==> src/rtl/axis_out_arb_pkg.sv <==
// -----------------------------------------------------------------------------
// axis_out_arb_pkg
//
// Shared definitions for the output-stage arbiter:
//   - ROWS / COLS / WORD_WIDTH_ACC geometry macros (fall back to defaults when
//     the shared params include has not already defined them)
//   - tuser_st sideband carried with every accumulator block
//   - FSM state encodings for axis_out_arb
//   - bits_req()  : width of a source index for a given source count
//   - rr_pick()   : rotate-and-priority-encode used for round-robin selection
//
// Optional feature macro used by the arbiter: OUT_ARB_SKID_EN
// -----------------------------------------------------------------------------
`ifndef ROWS
`define ROWS 2
`endif
`ifndef COLS
`define COLS 2
`endif
`ifndef WORD_WIDTH_ACC
`define WORD_WIDTH_ACC 16
`endif

package axis_out_arb_pkg;

  localparam int ROWS_P           = `ROWS;
  localparam int COLS_P           = `COLS;
  localparam int WORD_WIDTH_ACC_P = `WORD_WIDTH_ACC;

  // Sideband travelling with each accumulator block.
  typedef struct packed {
    logic [3:0] tag;
    logic [3:0] kind;
  } tuser_st;

  localparam int USER_W = $bits(tuser_st);

  // Upper bound on the number of sources rr_pick can search.
  localparam int MAX_REQ = 32;

  // Arbiter FSM encodings.
  localparam logic [0:0] ST_IDLE = 1'b0;
  localparam logic [0:0] ST_LOCK = 1'b1;

  // Width of a source index; never zero so a 1-source build still elaborates.
  function automatic int bits_req(input int n);
    return (n > 1) ? $clog2(n) : 1;
  endfunction

  // Returns the first set bit of req[n-1:0] searching ptr+1, ptr+2, ... mod n.
  // If nothing is set the pointer itself is returned (caller only uses the
  // result when at least one request is pending).
  function automatic int rr_pick(input logic [MAX_REQ-1:0] req,
                                 input int n,
                                 input int ptr);
    int   idx;
    logic found;
    rr_pick = ptr;
    found   = 1'b0;
    for (int i = 1; i <= MAX_REQ; i++) begin
      if (i <= n) begin
        idx = (ptr + i) % n;
        if (!found && req[idx]) begin
          rr_pick = idx;
          found   = 1'b1;
        end
      end
    end
  endfunction

endpackage

==> src/rtl/axis_out_arb_skid_buf.sv <==
// -----------------------------------------------------------------------------
// axis_skid_buf
//
// Two-entry skid register. Outputs (m_valid, m_data) come straight from flops,
// and s_ready depends only on the local fill level, so there is no
// combinational path from m_ready to s_ready. Two entries are enough to keep
// 1 beat/cycle while m_ready stalls are absorbed.
//
// Ports:
//   clk, rst_n          clock, asynchronous active-low reset (empties buffer)
//   s_valid/s_ready     upstream handshake, s_data payload
//   m_valid/m_ready     downstream handshake, m_data payload
// -----------------------------------------------------------------------------
module axis_skid_buf #(
  parameter int W = 8
) (
  input  logic         clk,
  input  logic         rst_n,
  input  logic         s_valid,
  output logic         s_ready,
  input  logic [W-1:0] s_data,
  output logic         m_valid,
  input  logic         m_ready,
  output logic [W-1:0] m_data
);

  logic [W-1:0] mem0_q, mem0_d;
  logic [W-1:0] mem1_q, mem1_d;
  logic         rd_q, rd_d;
  logic         wr_q, wr_d;
  logic [1:0]   cnt_q, cnt_d;
  logic         push;
  logic         pop;

  assign s_ready = (cnt_q != 2'd2);
  assign m_valid = (cnt_q != 2'd0);
  assign m_data  = rd_q ? mem1_q : mem0_q;

  assign push = s_valid && s_ready;
  assign pop  = m_valid && m_ready;

  always_comb begin
    mem0_d = mem0_q;
    mem1_d = mem1_q;
    rd_d   = rd_q;
    wr_d   = wr_q;
    cnt_d  = cnt_q;
    if (push) begin
      if (wr_q) begin
        mem1_d = s_data;
      end else begin
        mem0_d = s_data;
      end
      wr_d = ~wr_q;
    end
    if (pop) begin
      rd_d = ~rd_q;
    end
    cnt_d = cnt_q + 2'(push) - 2'(pop);
  end

  always_ff @(posedge clk or negedge rst_n) begin
    if (!rst_n) begin
      mem0_q <= '0;
      mem1_q <= '0;
      rd_q   <= 1'b0;
      wr_q   <= 1'b0;
      cnt_q  <= 2'd0;
    end else begin
      mem0_q <= mem0_d;
      mem1_q <= mem1_d;
      rd_q   <= rd_d;
      wr_q   <= wr_d;
      cnt_q  <= cnt_d;
    end
  end

endmodule

==> src/rtl/axis_out_arb.sv <==
// -----------------------------------------------------------------------------
// axis_out_arb
//
// Round-robin, packet-locked AXI-Stream arbiter sharing the output shifter
// between N_REQ accumulator sources. A source is granted in IDLE (one
// registered arbitration cycle), then owns the output until its s_last beat
// is accepted; priority then rotates to the source after it.
//
// Handshake semantics (all interfaces): a beat transfers on a rising aclk edge
// where valid and ready are both high. valid never waits for ready; ready may
// depend on valid-independent state only (and, in the passthrough build, on
// m_ready). Data/user/last are meaningful only while valid is high.
//
// Ports:
//   aclk, aresetn    clock, asynchronous active-low reset
//   s_valid[N]       per-source valid         s_ready[N]  per-source ready
//   s_last[N]        per-source end-of-packet s_user[N]   per-source sideband
//   s_data           N packed COLS*ROWS*WORD_WIDTH blocks (source 0 in LSBs)
//   m_ready          shifter ready
//   m_valid, m_last, m_user, m_data   granted source towards the shifter
//   m_grant          index of current / last granted source
//   dbg_state        FSM state (ST_IDLE / ST_LOCK)
//
// Optional feature: OUT_ARB_SKID_EN. When defined, every m_* output comes from
// a 2-entry skid register (1 extra cycle of latency, full throughput, no
// m_ready->s_ready combinational path); the FSM then advances on the handshake
// into the skid register. When undefined, m_* is a combinational passthrough.
// -----------------------------------------------------------------------------
module axis_out_arb
  import axis_out_arb_pkg::*;
#(
  parameter int  N_REQ      = 2,
  parameter int  ROWS       = ROWS_P,
  parameter int  COLS       = COLS_P,
  parameter int  WORD_WIDTH = WORD_WIDTH_ACC_P,
  localparam int BITS_REQ   = bits_req(N_REQ),
  localparam int DATA_W     = COLS * ROWS * WORD_WIDTH
) (
  input  logic                    aclk,
  input  logic                    aresetn,
  input  logic [N_REQ-1:0]        s_valid,
  output logic [N_REQ-1:0]        s_ready,
  input  logic [N_REQ-1:0]        s_last,
  input  tuser_st [N_REQ-1:0]     s_user,
  input  logic [N_REQ*DATA_W-1:0] s_data,
  input  logic                    m_ready,
  output logic                    m_valid,
  output logic                    m_last,
  output tuser_st                 m_user,
  output logic [DATA_W-1:0]       m_data,
  output logic [BITS_REQ-1:0]     m_grant,
  output logic [0:0]              dbg_state
);

  logic [0:0]          state_q,  state_d;
  logic [BITS_REQ-1:0] grant_q,  grant_d;
  logic [BITS_REQ-1:0] rr_ptr_q, rr_ptr_d;

  // Granted source as seen on the upstream side of the output stage.
  logic              locked;
  logic              up_valid;
  logic              up_ready;
  logic              up_last;
  logic              up_hs;
  tuser_st           up_user;
  logic [DATA_W-1:0] up_data;

  assign locked   = (state_q == ST_LOCK);
  assign up_valid = locked && s_valid[grant_q];
  assign up_last  = s_last[grant_q];
  assign up_user  = s_user[grant_q];
  assign up_data  = s_data[int'(grant_q)*DATA_W +: DATA_W];
  assign up_hs    = up_valid && up_ready;

  assign m_grant   = grant_q;
  assign dbg_state = state_q;

  // Only the granted source ever sees ready; everyone else waits.
  always_comb begin
    s_ready = '0;
    if (locked) begin
      s_ready[grant_q] = up_ready;
    end
  end

  // Arbitration FSM. The grant only moves in IDLE, so a source that drops
  // valid mid-packet keeps the output reserved until its s_last beat.
  always_comb begin
    state_d  = state_q;
    grant_d  = grant_q;
    rr_ptr_d = rr_ptr_q;
    if (state_q == ST_IDLE) begin
      if (|s_valid) begin
        grant_d = BITS_REQ'(rr_pick(MAX_REQ'(s_valid), N_REQ, int'(rr_ptr_q)));
        state_d = ST_LOCK;
      end
    end else begin
      if (up_hs && up_last) begin
        rr_ptr_d = grant_q;
        state_d  = ST_IDLE;
      end
    end
  end

  always_ff @(posedge aclk or negedge aresetn) begin
    if (!aresetn) begin
      state_q  <= ST_IDLE;
      grant_q  <= '0;
      rr_ptr_q <= BITS_REQ'(N_REQ - 1);
    end else begin
      state_q  <= state_d;
      grant_q  <= grant_d;
      rr_ptr_q <= rr_ptr_d;
    end
  end

`ifdef OUT_ARB_SKID_EN
  localparam int SKID_W = 1 + USER_W + DATA_W;

  logic [SKID_W-1:0] skid_out;
  logic              skid_last;

  axis_skid_buf #(
    .W (SKID_W)
  ) u_skid (
    .clk     (aclk),
    .rst_n   (aresetn),
    .s_valid (up_valid),
    .s_ready (up_ready),
    .s_data  ({up_last, up_user, up_data}),
    .m_valid (m_valid),
    .m_ready (m_ready),
    .m_data  (skid_out)
  );

  assign {skid_last, m_user, m_data} = skid_out;
  // The stored last bit of a drained entry is stale; qualify it with valid.
  assign m_last = m_valid && skid_last;
`else
  assign up_ready = m_ready;
  assign m_valid  = up_valid;
  assign m_last   = up_valid && up_last;
  assign m_user   = up_user;
  assign m_data   = up_data;
`endif

endmodule

==> config.mk <==
export PLATFORM = sky130hd
export DESIGN_NAME = axis_out_arb
export DESIGN_NICKNAME = d
export VERILOG_FILES = /design/src/rtl/axis_out_arb_pkg.sv /design/src/rtl/axis_out_arb_skid_buf.sv /design/src/rtl/axis_out_arb.sv
export SDC_FILE = /design/constraint.sdc
export NUM_CORES = 1
export LEC_CHECK = 0
export ABC_AREA = 0
export CORE_AREA = 2 2 88 90
export DETAILED_ROUTE_END_ITERATION = 6
export DIE_AREA = 0 0 90 92
export PLACE_DENSITY = 0.74
export SLEW_MARGIN = 10
export SYNTH_ARGS = -nofsm -noshare
export SYNTH_HDL_FRONTEND = slang
export SYNTH_HIERARCHICAL = 1
export SYNTH_SLANG_ARGS = --single-unit
==> constraint.sdc <==
create_clock -name aclk -period 1.5 [get_ports aclk]
set_input_delay 0.45 -clock aclk [delete_from_list [all_inputs] [get_ports aclk]]
set_output_delay 0.45 -clock aclk [all_outputs]
set_load 0.03 [all_outputs]
# Yosys cells after proc, flatten, opt, wreduce, memory -nomap -nowiden
# Index checks and enable logic that the tools add are counted.
# Widths: inputs -> output; s select.
[word_totals] regBits=3 in_bits=151 out_inout_bits=78
[op_classes] addsub=2 order_cmp=4 shift=1 muxes=23 bitwise_logic=4 reduce_logical=10
[ops] op="$shiftx 128x8->64" count=1
[ops] op="$mux 1" count=17
[ops] op="$mux 8" count=2
[ops] op="$lt 2x7->1 const B" count=2
[ops] op="$logic_and 1x1->1" count=6
[ops] op="$bmux 1 s2" count=2
[ops] op="$reduce_and 2->1" count=2
[ops] op="$add 1x1->1 const B" count=2
[ops] op="$and 1x1->1 const A" count=2
[ops] op="$and 2x2->2" count=1
[ops] op="$lt 1x2->1 const B" count=1
[ops] op="$mux 2" count=1
[ops] op="$reduce_or 2->1" count=1
[ops] op="$demux 1 s1" count=1
[ops] op="$ge 1x1->1 const B" count=1
[ops] op="$logic_not 1->1" count=1
[ops] op="$not 1->1" count=1

# Depth between registers and ports, before layout
[logic_depth] ltp_word=11 mapped_depth=5 mapped_depth_nobuf=3

# Worst setup path after synthesis
# Ideal clock, no wire load.
[synth_path] path_kind="register to output" startpoint="register grant_q (netlist: m_grant)" endpoint="output m_valid" arrival_time_ps=1441 required_time_ps=1050 setup_slack_ps=-391 path_stages_with_launch=6 n_path_buf=3 cell_sequence="dfrtp_1 > buf_6 > buf_6 > buf_6 > mux2i_1 > nor2_1"
[synth_between] elab_chain_cells=3
[synth_lines] item="from (decl)" line_no="axis_out_arb.sv:56" rtl="logic [BITS_REQ-1:0] grant_q, grant_d;"
[synth_lines] item="from (signal assigned)" line_no="axis_out_arb.sv:112" rtl="grant_q <= grant_d;"
[synth_lines] item="$mux 1 (not written as such) (2 in series)" line_no="axis_out_arb.sv:69" rtl="assign up_valid = locked && s_valid[grant_q];"
[synth_lines] item="$logic_and 1x1->1" line_no="axis_out_arb.sv:69"
[synth_lines] item="to (decl)" line_no="axis_out_arb.sv:47" rtl="output logic m_valid,"
# No other way between the ends. The select of a mux whose other input is x is not followed.

==> metrics.md <==
| Metric | Value |
|---|---|
| Antenna violation net count after detailed routing | `0` |
| Global-route wire length before repair | `between 10000 and 15000 µm` |
| Placer Congestion | `between 0.7 and 0.8` |
| H-tree level count | `1` |
| Endpoint type of the worst setup path | `primary output` |
| Power per Cell Area | `1620 nW/µm²` |
| Ranking of synthesized cells by instance count | `66 x sky130_fd_sc_hd__mux2_2, 6 x sky130_fd_sc_hd__buf_2, 6 x sky130_fd_sc_hd__mux2_4` |
| Seq/Total Area, Yosys | `under 10%` |
| Area added between synthesis and finish | `288%` |
| Total I/O pin count | `about 230` |
| Detailed Route Iter0 Violations | `14` |
| Static Leak | `approximately 1.8 nW` |
| Initial core utilization | `about 14%` |
| Initial antenna violation count | `1` |
| Die area | `~8300 µm²` |
| Critical path depth | `3` |
| Post-Synthesis Mean Instance Area | `10.5 µm²` |
| Yosys synthesis warning count | `6` |
| Mapped Area | `1070 µm²` |
| CP peak stage delay | `roughly 0.52 ns` |
| Ranking of synthesized cells by area | `sky130_fd_sc_hd__mux2_2 69%, sky130_fd_sc_hd__mux2_4 8.4%, sky130_fd_sc_hd__dfrtp_1 4.7%, sky130_fd_sc_hd__buf_6 3.1%, sky130_fd_sc_hd__buf_2 2.8%` |
| # Max-Cap Violations | `0` |
| Average wire per standard cell | `around 17 µm` |
| Sum Neg Setup Slack | `-31.64 ns` |
| Master of the slowest instance on the critical path | `sky130_fd_sc_hd__dfrtp_4` |
| Sum of buffers and inverters on the critical path | `2` |
| Global-route met2 utilization | `about a third` |
| Most used routing layer in global routing | `met2` |
| TritonCTS clock tree | `done` |
| Run status | `complete, but fails checks` |
| Worst Setup Slack, final | `-0.456 ns` |
| Pin slew with the least headroom to its limit | `between 0.2 and 0.25 ns` |
| Critical path peak fanout | `10` |
| Number of global-route vias before repair | `2044` |
| Worst relative slew slack | `a little over four fifths` |
| Count of endpoints failing hold in the final timing report | `0` |
| Required time reported for the critical path endpoint | `1.05 ns` |
| Number of diodes | `0` |
| Total global-route track usage | `about 17%` |
| Slew Limit Fails | `0` |
| Detailed Route WL | `7670 µm` |
| # clock sinks | `3` |
| # rows | `32` |
| Largest net degree at the start of global routing | `14` |
| Number of inserted filler cells in the final layout | `651` |
| Number of CTS-inserted buffers | `3` |
| Period utilisation layout | `130%` |
| Violations in the final reports | `setup timing` |
| Residual DRC | `0` |
| Standard cell core area | `7450 µm²` |
| Number of placed instances with taps included | `between 400 and 500` |
| Kind of critical path | `reg -> out` |
| Data arrival at the endpoint of the critical path | `around 1.5 ns` |
| Insertion delay to the later sink of the worst-skew pair | `approximately 0.22 ns` |
| Cell-by-cell trace of the critical path | `bufbuf_16, mux2_4, buf_4` |
| Ys flop type | `sky130_fd_sc_hd__dfrtp_1` |
| Final number of setup-violating endpoints | `slightly below 80` |
| Clock transition at path regs | `roughly 0.030 ns` |
| Post-DR vias/cell | `4.10` |
| Top delay family on crit path | `flip-flops` |
| Post-synthesis cell type count | `18` |
| Aggregate global routing overflow | `0` |
| Final core utilization | `56.0%` |
| Depth of the most critical reg-to-reg path | `6` |
| Net count, final | `between 500 and 600` |
| Detailed Place HPWL | `slightly below 6000 µm` |
| Height of the die | `around 90 µm` |
| Maximum clock insertion buffer count | `2` |
| Number of hold buffers added after cts | `0` |
| Post-synthesis cell count | `between 100 and 150` |
| DRT Pass-1 Iters | `3` |
| Setup repair after global routing missed its margin | `true` |
| Final critical path time including I/O delays and setup | `approximately 2.0 ns` |
| Global Route met1 Usage | `roughly a fifth` |
| Cell type contributing the most total cell area after synthesis | `sky130_fd_sc_hd__mux2_2` |
| Peak supply drop | `0.935 mV` |
| Sort of element at the start of the critical path | `flop` |
| Number of flops mapped to enable cells by yosys | `0` |
| FMAX | `about 510 MHz` |
| Overall die width | `around 90 µm` |
| Met3 global-route usage | `under 10%` |
| Dominant cell by count in the synthesized netlist | `sky130_fd_sc_hd__mux2_2` |
| Top cell type's share of synthesized area | `just under 70%` |
| Proportion of layout cells with a drive suffix above 1 | `54.7%` |
| Count of vias placed by the detailed router | `roughly 1900` |
| Number of synthesized register bits | `3` |
| Worst hold path class | `in -> async` |
| Count of buffers inserted at the top-level ports | `between 200 and 250` |
| Layout Cells excl Fill | `460` |
| Syn_nets | `about 250` |
| Fraction of registers with async set/reset | `100%` |
| Final worst hold slack | `roughly 0.42 ns` |
| Clock root buffer master | `sky130_fd_sc_hd__clkbuf_8` |
| Final worst clock skew | `~0.0043 ns` |
routing by layer:
| layer | up-vias | part of all wire, % |
|---|---|---|
| met4 | 0 | 0 |
| met1 | 866 | 36 |
| li1 | 895 | - |
| met2 | 125 | 55 |
| met5 | - | 0 |
| met3 | 0 | 9.3 |
worst reg2reg max path: stages, from the launching register on:
cell and delay (ns):
sky130_fd_sc_hd__dfrtp_4 0.52, sky130_fd_sc_hd__buf_12 0.17, sky130_fd_sc_hd__buf_16 0.14, sky130_fd_sc_hd__buf_6 0.12
sky130_fd_sc_hd__buf_4 0.13, sky130_fd_sc_hd__o31ai_4 0.15, sky130_fd_sc_hd__nand2_1 0.07
power breakdown:
group	switching [mW]	internal, mW
sequential	0.0657	0.134
combinational	2.74	3.57
clock	0.0527	0.181
worst paths after layout:
check | slack (ns) | end | startpoint
hold reg to reg | 0.47 | rr_ptr_q | rr_ptr_q
setup / recovery | -0.46 | m_user[0] | m_grant
setup reg to reg | 0.12 | rr_ptr_q | m_grant
hold / removal | 0.42 | m_grant | aresetn
max in group asynchronous | 0.86 | rr_ptr_q | aresetn
min in group aclk | 0.47 | rr_ptr_q | rr_ptr_q
repair_timing:
action | in CTS | in global routing
setup buffers | 7 | 5
endpoints found under the hold margin | 0 | 0
gates cloned | 4 | 2
setup endpoints to repair | 77 | 78
pin swaps | 3 | 2
gates resized for setup | 253 | 19
flip-flops by register name (all words and copies together) (netlist names):
signal	cells
rr_ptr_q	1
dbg_state	1
m_grant	1
cells in the final DEF (no fill, tap or decap), drive strengths merged:
cell type / n
clkdlybuf4s50: 148
buf: 107
mux2: 72
clkbuf: 6
nand2: 5
bufbuf: 2
dlygate4sd2: 2
nor2: 2
nand3: 2
dfrtp: 2
inv: 1
mux2i: 1
o21ai: 1
and2: 1
nor3: 1
a31oi: 1
and3: 1
a32o: 1
o31ai: 1
dfstp: 1
area by class of cell:
class / count / area, µm² / share of cell area [%]
Tap cell: 102 / 128 / 3.06
Clock buffer: 4 / 45.0 / 1.08
Sequential cell: 3 / 80.1 / 1.92
Multi-Input combinational cell: 89 / 1100 / 26.4
Timing Repair Buffer: 261 / 2820 / 67.5
Inverter: 1 / 3.75 / 0.0900
through the flow:
| stage | setup slack [ns] | total power [mW] | area (µm²) |
|---|---|---|---|
| floorplan | -0.244 | 3.23 | 1200 |
| global placement | -0.692 | 5.04 | 3590 |
| detailed placement | -0.700 | 5.08 | 3590 |
| CTS | -0.496 | 6.37 | 4000 |
| global route | -0.497 | 7.03 | 4170 |
| finish | -0.456 | 6.75 | 4170 |
logic make-up (layout without fill, tap and decap cells):
kind of cell | count (synthesis) | in the layout | share of synthesized area (%)
multiplexers | 73 | 73 | 78.5
AND/OR/NAND/NOR | 12 | 12 | 5.01
buffers and inverters | 10 | 266 | 6.29
AO/OA/AOI/OAI | 4 | 4 | 3.14
flip-flops | 3 | 3 | 7.10
Note: power is estimated with default switching activity, not from simulation.
